### src/rtl/i2s_tdm_master_transmitter.sv
// rtl/i2s_tdm_master_transmitter.sv - I2S / left-justified TDM master transmitter with sample FIFO
// Derives SCK/WS from i_CLK and shifts FIFO samples out MSB first, one FIFO pop per slot.
module i2s_tdm_master_transmitter #(
   parameter int DataWidth = 16,
   parameter int SlotWidth = 32,
   parameter int Channels  = 2,
   parameter int ClkDiv    = 4,
   parameter int FifoDepth = 8
) (
   input  logic                           i_CLK,
   input  logic                           i_NRESET,
   input  logic                           i_ENABLE,
   input  logic                           i_Mode,
   input  logic [DataWidth-1:0]           i_Data,
   input  logic                           i_Valid,
   output logic                           o_Ready,
   output logic [$clog2(FifoDepth+1)-1:0] o_Level,
   output logic                           o_SCK,
   output logic                           o_WS,
   output logic                           o_SD,
   output logic                           o_Underrun
);
   localparam int FrameBits = Channels * SlotWidth;
   localparam int BW   = $clog2(FrameBits);
   localparam int KW   = (SlotWidth > 1) ? $clog2(SlotWidth) : 1;
   localparam int DivW = (ClkDiv > 1) ? $clog2(ClkDiv) : 1;
   localparam int AW   = $clog2(FifoDepth);
   localparam int LW   = $clog2(FifoDepth + 1);
   localparam logic [BW-1:0]   LastBit = BW'(FrameBits - 1);
   localparam logic [BW-1:0]   HalfBit = BW'((Channels / 2) * SlotWidth);
   localparam logic [KW-1:0]   LastK   = KW'(SlotWidth - 1);
   localparam logic [DivW-1:0] LastDiv = DivW'(ClkDiv - 1);
   localparam logic [LW-1:0]   FullLvl = LW'(FifoDepth);

   typedef enum logic [1:0] {S_IDLE, S_RUN, S_DRAIN} state_t;

   state_t               r_state;
   logic [DataWidth-1:0] r_mem [FifoDepth];
   logic [AW-1:0]        r_wr_ptr, r_rd_ptr;
   logic [LW-1:0]        r_level;
   logic [DivW-1:0]      r_div;
   logic [BW-1:0]        r_bit;
   logic [KW-1:0]        r_k;
   logic [DataWidth-1:0] r_shift;
   logic                 r_mode, r_sck, r_ws, r_sd, r_underrun;

   logic                 w_push, w_pop, w_pop_req, w_start, w_fall, w_stop, w_emit, w_mode, w_frame_end;
   logic [BW-1:0]        w_bit;
   logic [KW-1:0]        w_k;
   logic [DataWidth-1:0] w_head;

   assign o_Ready     = i_NRESET & (r_level != FullLvl);
   assign o_Level     = r_level;
   assign o_SCK       = r_sck;
   assign o_WS        = r_ws;
   assign o_SD        = r_sd;
   assign o_Underrun  = r_underrun;

   assign w_push      = i_Valid & o_Ready;
   assign w_head      = r_mem[r_rd_ptr];
   assign w_start     = (r_state == S_IDLE) & i_ENABLE;
   assign w_fall      = (r_state != S_IDLE) & r_sck & (r_div == LastDiv);
   assign w_frame_end = (r_bit == LastBit);
   assign w_stop      = (r_state == S_RUN) & w_fall & w_frame_end & ~i_ENABLE;
   assign w_mode      = (r_state == S_IDLE) ? i_Mode : r_mode;
   assign w_bit       = (w_start | w_frame_end) ? '0 : r_bit + 1'b1;
   assign w_k         = (w_start | (r_k == LastK)) ? '0 : r_k + 1'b1;
   // Every fall event that still drives frame data; stopping in LJ mode and leaving DRAIN do not.
   assign w_emit      = w_start | ((r_state == S_RUN) & w_fall & ~(w_stop & r_mode));
   // The slot's MSB leaves at k=0 in LJ and one SCK later (k=1) in I2S, so that is where it pops.
   assign w_pop_req   = w_emit & (w_mode ? (w_k == '0) : (w_k == KW'(1)));
   assign w_pop       = w_pop_req & (r_level != '0);

   always_ff @(posedge i_CLK) begin
      if (w_push) begin
         r_mem[r_wr_ptr] <= i_Data;
      end
   end

   always_ff @(posedge i_CLK) begin
      if (!i_NRESET) begin
         r_state    <= S_IDLE;
         r_wr_ptr   <= '0;
         r_rd_ptr   <= '0;
         r_level    <= '0;
         r_div      <= '0;
         r_bit      <= '0;
         r_k        <= '0;
         r_shift    <= '0;
         r_mode     <= 1'b0;
         r_sck      <= 1'b0;
         r_ws       <= 1'b0;
         r_sd       <= 1'b0;
         r_underrun <= 1'b0;
      end else begin
         if (w_push) r_wr_ptr <= r_wr_ptr + 1'b1;
         if (w_pop)  r_rd_ptr <= r_rd_ptr + 1'b1;
         if (w_push & ~w_pop)      r_level <= r_level + 1'b1;
         else if (~w_push & w_pop) r_level <= r_level - 1'b1;

         case (r_state)
            S_IDLE: begin
               r_div   <= '0;
               r_bit   <= '0;
               r_k     <= '0;
               r_sck   <= 1'b0;
               r_ws    <= 1'b0;
               r_sd    <= 1'b0;
               r_shift <= '0;
               if (i_ENABLE) begin
                  r_mode     <= i_Mode;
                  r_underrun <= 1'b0;
                  r_state    <= S_RUN;
               end
            end
            default: begin
               r_div <= (r_div == LastDiv) ? '0 : r_div + 1'b1;
               if (r_div == LastDiv) r_sck <= ~r_sck;
               if (w_fall) begin
                  r_bit <= w_bit;
                  r_k   <= w_k;
                  if ((r_state == S_DRAIN) || (w_stop && r_mode)) begin
                     r_state <= S_IDLE;
                     r_ws    <= 1'b0;
                     r_sd    <= 1'b0;
                  end else if (w_stop) begin
                     r_state <= S_DRAIN;
                  end
               end
            end
         endcase

         if (w_emit) begin
            r_ws <= (w_bit >= HalfBit);
            if (w_pop_req) begin
               r_sd    <= w_pop ? w_head[DataWidth-1] : 1'b0;
               r_shift <= w_pop ? (w_head << 1) : '0;
               if (!w_pop) r_underrun <= 1'b1;
            end else begin
               r_sd    <= r_shift[DataWidth-1];
               r_shift <= r_shift << 1;
            end
         end
      end
   end
endmodule
### config.mk
export PLATFORM = sky130hd
export DESIGN_NAME = i2s_tdm_master_transmitter
export DESIGN_NICKNAME = d
export VERILOG_FILES = /design/src/rtl/i2s_tdm_master_transmitter.sv
export SDC_FILE = /design/constraint.sdc
export NUM_CORES = 1
export LEC_CHECK = 0
export ABC_AREA = 1
export CORE_ASPECT_RATIO = 1.75
export CORE_MARGIN = 4
export CORE_UTILIZATION = 50
export CTS_BUF_LIST = sky130_fd_sc_hd__clkbuf_2 sky130_fd_sc_hd__clkbuf_4 sky130_fd_sc_hd__clkbuf_8
export CTS_CLUSTER_DIAMETER = 200
export DETAILED_ROUTE_END_ITERATION = 7
export PLACE_DENSITY = 0.73
export SYNTH_ARGS = -nofsm -noshare
export SYNTH_HDL_FRONTEND = slang
export SYNTH_SLANG_ARGS = --single-unit
### constraint.sdc
create_clock -name i_CLK -period 7.6 [get_ports i_CLK]
set_input_delay 1.14 -clock i_CLK [delete_from_list [all_inputs] [get_ports i_CLK]]
set_output_delay 1.14 -clock i_CLK [all_outputs]
set_load 0.05 [all_outputs]
==> results.sh <==
export IMPL_outcome="finished clean"
export IMPL_fin_crit_ps=4070
export IMPL_placementRows=59
export IMPL_ioPinCount=30
export IMPL_fillers=1245
export IMPL_cts_resized=0
export IMPL_crit_top_cell="clkdlybuf4s50_1"
export IMPL_ant_nets=0
export IMPL_worst_path_max_fanout=7
export IMPL_die_y_um=170
export IMPL_grt_setup_unrepaired="false"
export IMPL_final_nets=786
export IMPL_finalHoldViolCount=0
export IMPL_initial_core_util_pct=50.6
export IMPL_syn_area_per_cell_um2=10.3
export IMPL_drc=0
export IMPL_clkTransAtPathRegs_ps=80
export IMPL_synth_distinct_cells=39
export IMPL_worstPathArrival_ps=2930
export IMPL_worst_path_largest_cell_delay_ps=840
export IMPL_antenna_found_initial=0
export IMPL_slew_violations=0
export IMPL_antennaDiodeCount=0
export IMPL_crit_chain="clkdlybuf4s50_1 -> clkinv_1 -> a31oi_1 -> clkdlybuf4s50_1"
export IMPL_first_global_vias=5173
export IMPL_p_clk_share_pct=31.1
export IMPL_p_sw_mw=0.622
export IMPL_area_growth_syn_to_layout_pct=11.0
export IMPL_fin_skew_ps=14.2
export IMPL_yosys_register_bits=176
export IMPL_min_period_over_period_pct=53.6
export IMPL_max_freq_ghz=0.245
export IMPL_postCtsSetupRepairBufs=0
export IMPL_synthesis_nets=759
export IMPL_ys_warn_count=0
export IMPL_place_hpwl_um=9990
export IMPL_ir_drop_mv=0.172
export IMPL_hold_buffers=0
export IMPL_cts_tree="built"
export IMPL_crit_slowest_cell="clkdlybuf4s50_1"
export IMPL_avgViaCountPerCell=5.53
export IMPL_drt_wirelength_per_cell_um=16.6
export IMPL_pwr_share_seq_pct=50.9
export IMPL_place_congestion=0.867
export IMPL_core_area_um2=14800
export IMPL_setup_tns_ps=0
export IMPL_p_leak_nw=3.05
export IMPL_synth_async_reset_ratio_pct=0
export IMPL_fin_area_um2=8340
export IMPL_worst_slew_pin_slew_ps=1180
export IMPL_ctsLongestPathBuffers=2
export IMPL_swShare_pct=29.2
export IMPL_ys_flop_type="edfxtp_1"
export IMPL_synthesis_area_um2=7510
export IMPL_slew_headroom_pct=20.9
export IMPL_vias=5255
export IMPL_portBuffers=29
export IMPL_dr_pass1_iters=5
export IMPL_synth_edf_count=128
export IMPL_die_area_um2=17100
export IMPL_hold_class="flop to flop"
export IMPL_overflow=0
export IMPL_totalWireLength_um=15800
export IMPL_grtUsageTotal_pct=18.8
export IMPL_required_ps=6460
export IMPL_clkLatencyLatePin_ps=450
export IMPL_dpl_instance_area_um2=7930
export IMPL_syn_instance_count=728
export IMPL_intPower_mw=1.50
export IMPL_die_w_um=101
export IMPL_power_density_nw_per_um2=255
export IMPL_grt_max_degree=66
export IMPL_crit_type="input pin to output pin"
export IMPL_layout_drive_gt1_share_pct=9.52
export IMPL_cts_sinks=176
export IMPL_cts_made_buffers=17
export IMPL_grt_first_pass_wirelength_um=25000
export IMPL_seq_area_frac_synth_pct=63.9
export IMPL_cap_viol_max_count=0
export IMPL_root_buffer="clkbuf_8"
export IMPL_critPathLaunchType="input pin"
export IMPL_p_comb_share_pct=18.0
export IMPL_drtIter0Drc=388
export IMPL_finalSetupViolCount=0
export IMPL_worstSetupEndpointType="output pin"
export IMPL_htreeDepth=4
## cell type report
| cell class | instances | area, um2 | area share, % |
|---|---|---|---|
| clock buffer | 17 | 234 | 2.81 |
| inverter | 33 | 125 | 1.50 |
| clock inverter | 14 | 178 | 2.13 |
| tap | 183 | 229 | 2.75 |
| multi-input combinational | 487 | 2390 | 28.7 |
| timing repair buffer | 40 | 373 | 4.47 |
| sequential | 176 | 4810 | 57.6 |
## synthesized netlist by cell type (all sizes together), types with 9 or more instances
cell type,count,area share (%)
inv,30,1.5
clkbuf,19,1.5
nand4,17,1.4
nand2,251,13
nor2,26,1.8
o21ai,16,1.1
dfxtp,48,13
ha,9,1.5
edfxtp,128,51
nand3,105,7.4
a21oi,46,3.8
buf,13,1.1
## state kept, by name (all words and copies together) (netlist names), named ones only
| signal | flops |
|---|---|
| r_mem | 128 |
| r_shift | 15 |
| r_bit | 6 |
| r_k | 5 |
| o_Level | 4 |
| r_rd_ptr | 3 |
| r_wr_ptr | 3 |
| r_div | 2 |
| r_state | 2 |
| o_SCK | 1 |
| o_SD | 1 |
| o_Underrun | 1 |
| o_WS | 1 |
| r_mode | 1 |
## routing by layer
metal	up-vias	part of all wire, %	global-route usage, %
met3	44	4.4	3.61
met4	0	3.3	9.27
met1	2513	37	20.1
met5	-	0	0
met2	142	56	34.6
li1	2556	-	-
## final timing paths
check                            from                 endpoint  slack (ps)  depth (start not counted)
hold / removal    r_div[0]$_SDFF_PP0_      r_div[0]$_SDFF_PP0_         440                          1
setup / recovery             i_NRESET                  o_Ready        3530                          4
hold reg to reg   r_div[0]$_SDFF_PP0_      r_div[0]$_SDFF_PP0_         440                          1
setup reg to reg  r_k[0]$_SDFFE_PP0P_  o_Level[3]$_SDFFE_PN0P_        4350                         19
## power by group through the flow
stage / Clock [mW] / Combinational, mW / Sequential, mW
3_3_place_gp: 0 / 0.368 / 1.10
3_5_place_dp: 0 / 0.383 / 1.10
6_report: 0.661 / 0.383 / 1.08
4_1_cts: 0.676 / 0.384 / 1.08
2_1_floorplan: 0 / 0.261 / 1.13
5_1_grt: 0.715 / 0.423 / 1.09
## cells by family after synthesis
family	after synthesis	share of synthesized area, %
compound gates	70	5.60
xor+xnor	3	0.350
fa+ha+maj	10	1.77
buf+inv	65	4.21
flops	176	63.9
simple gates	404	24.1
## stage by stage
stage | cells | hold slack, ps | setup slack, ps | power (mW) | utilization, %
after global routing | 950 | 444 | 3420 | 2.23 | 56.2
after CTS | 950 | 438 | 3520 | 2.14 | 56.2
after detailed placement | 919 | 426 | 3500 | 1.49 | 53.4
after global placement | 919 | 415 | 3540 | 1.47 | 53.4
final | 950 | 436 | 3530 | 2.13 | 56.2
after floorplan | 728 | 404 | 3700 | 1.39 | -
## worst max-delay path: cells and delay by family
family	cells	cell delay (ps)
buf+inv	3	1600
compound gates	1	200
## layout by cell type (no fill, tap or decap), drive strengths merged, types with 9 or more instances in the layout
cell and count:
nand2 251, edfxtp 128, nand3 105, dfxtp 48
a21oi 46, inv 36, clkdlybuf4s50 29, nor2 26
nand4 17, clkbuf 17, o21ai 16, buf 11
ha 9
Note: power is estimated with default switching activity, not from simulation.
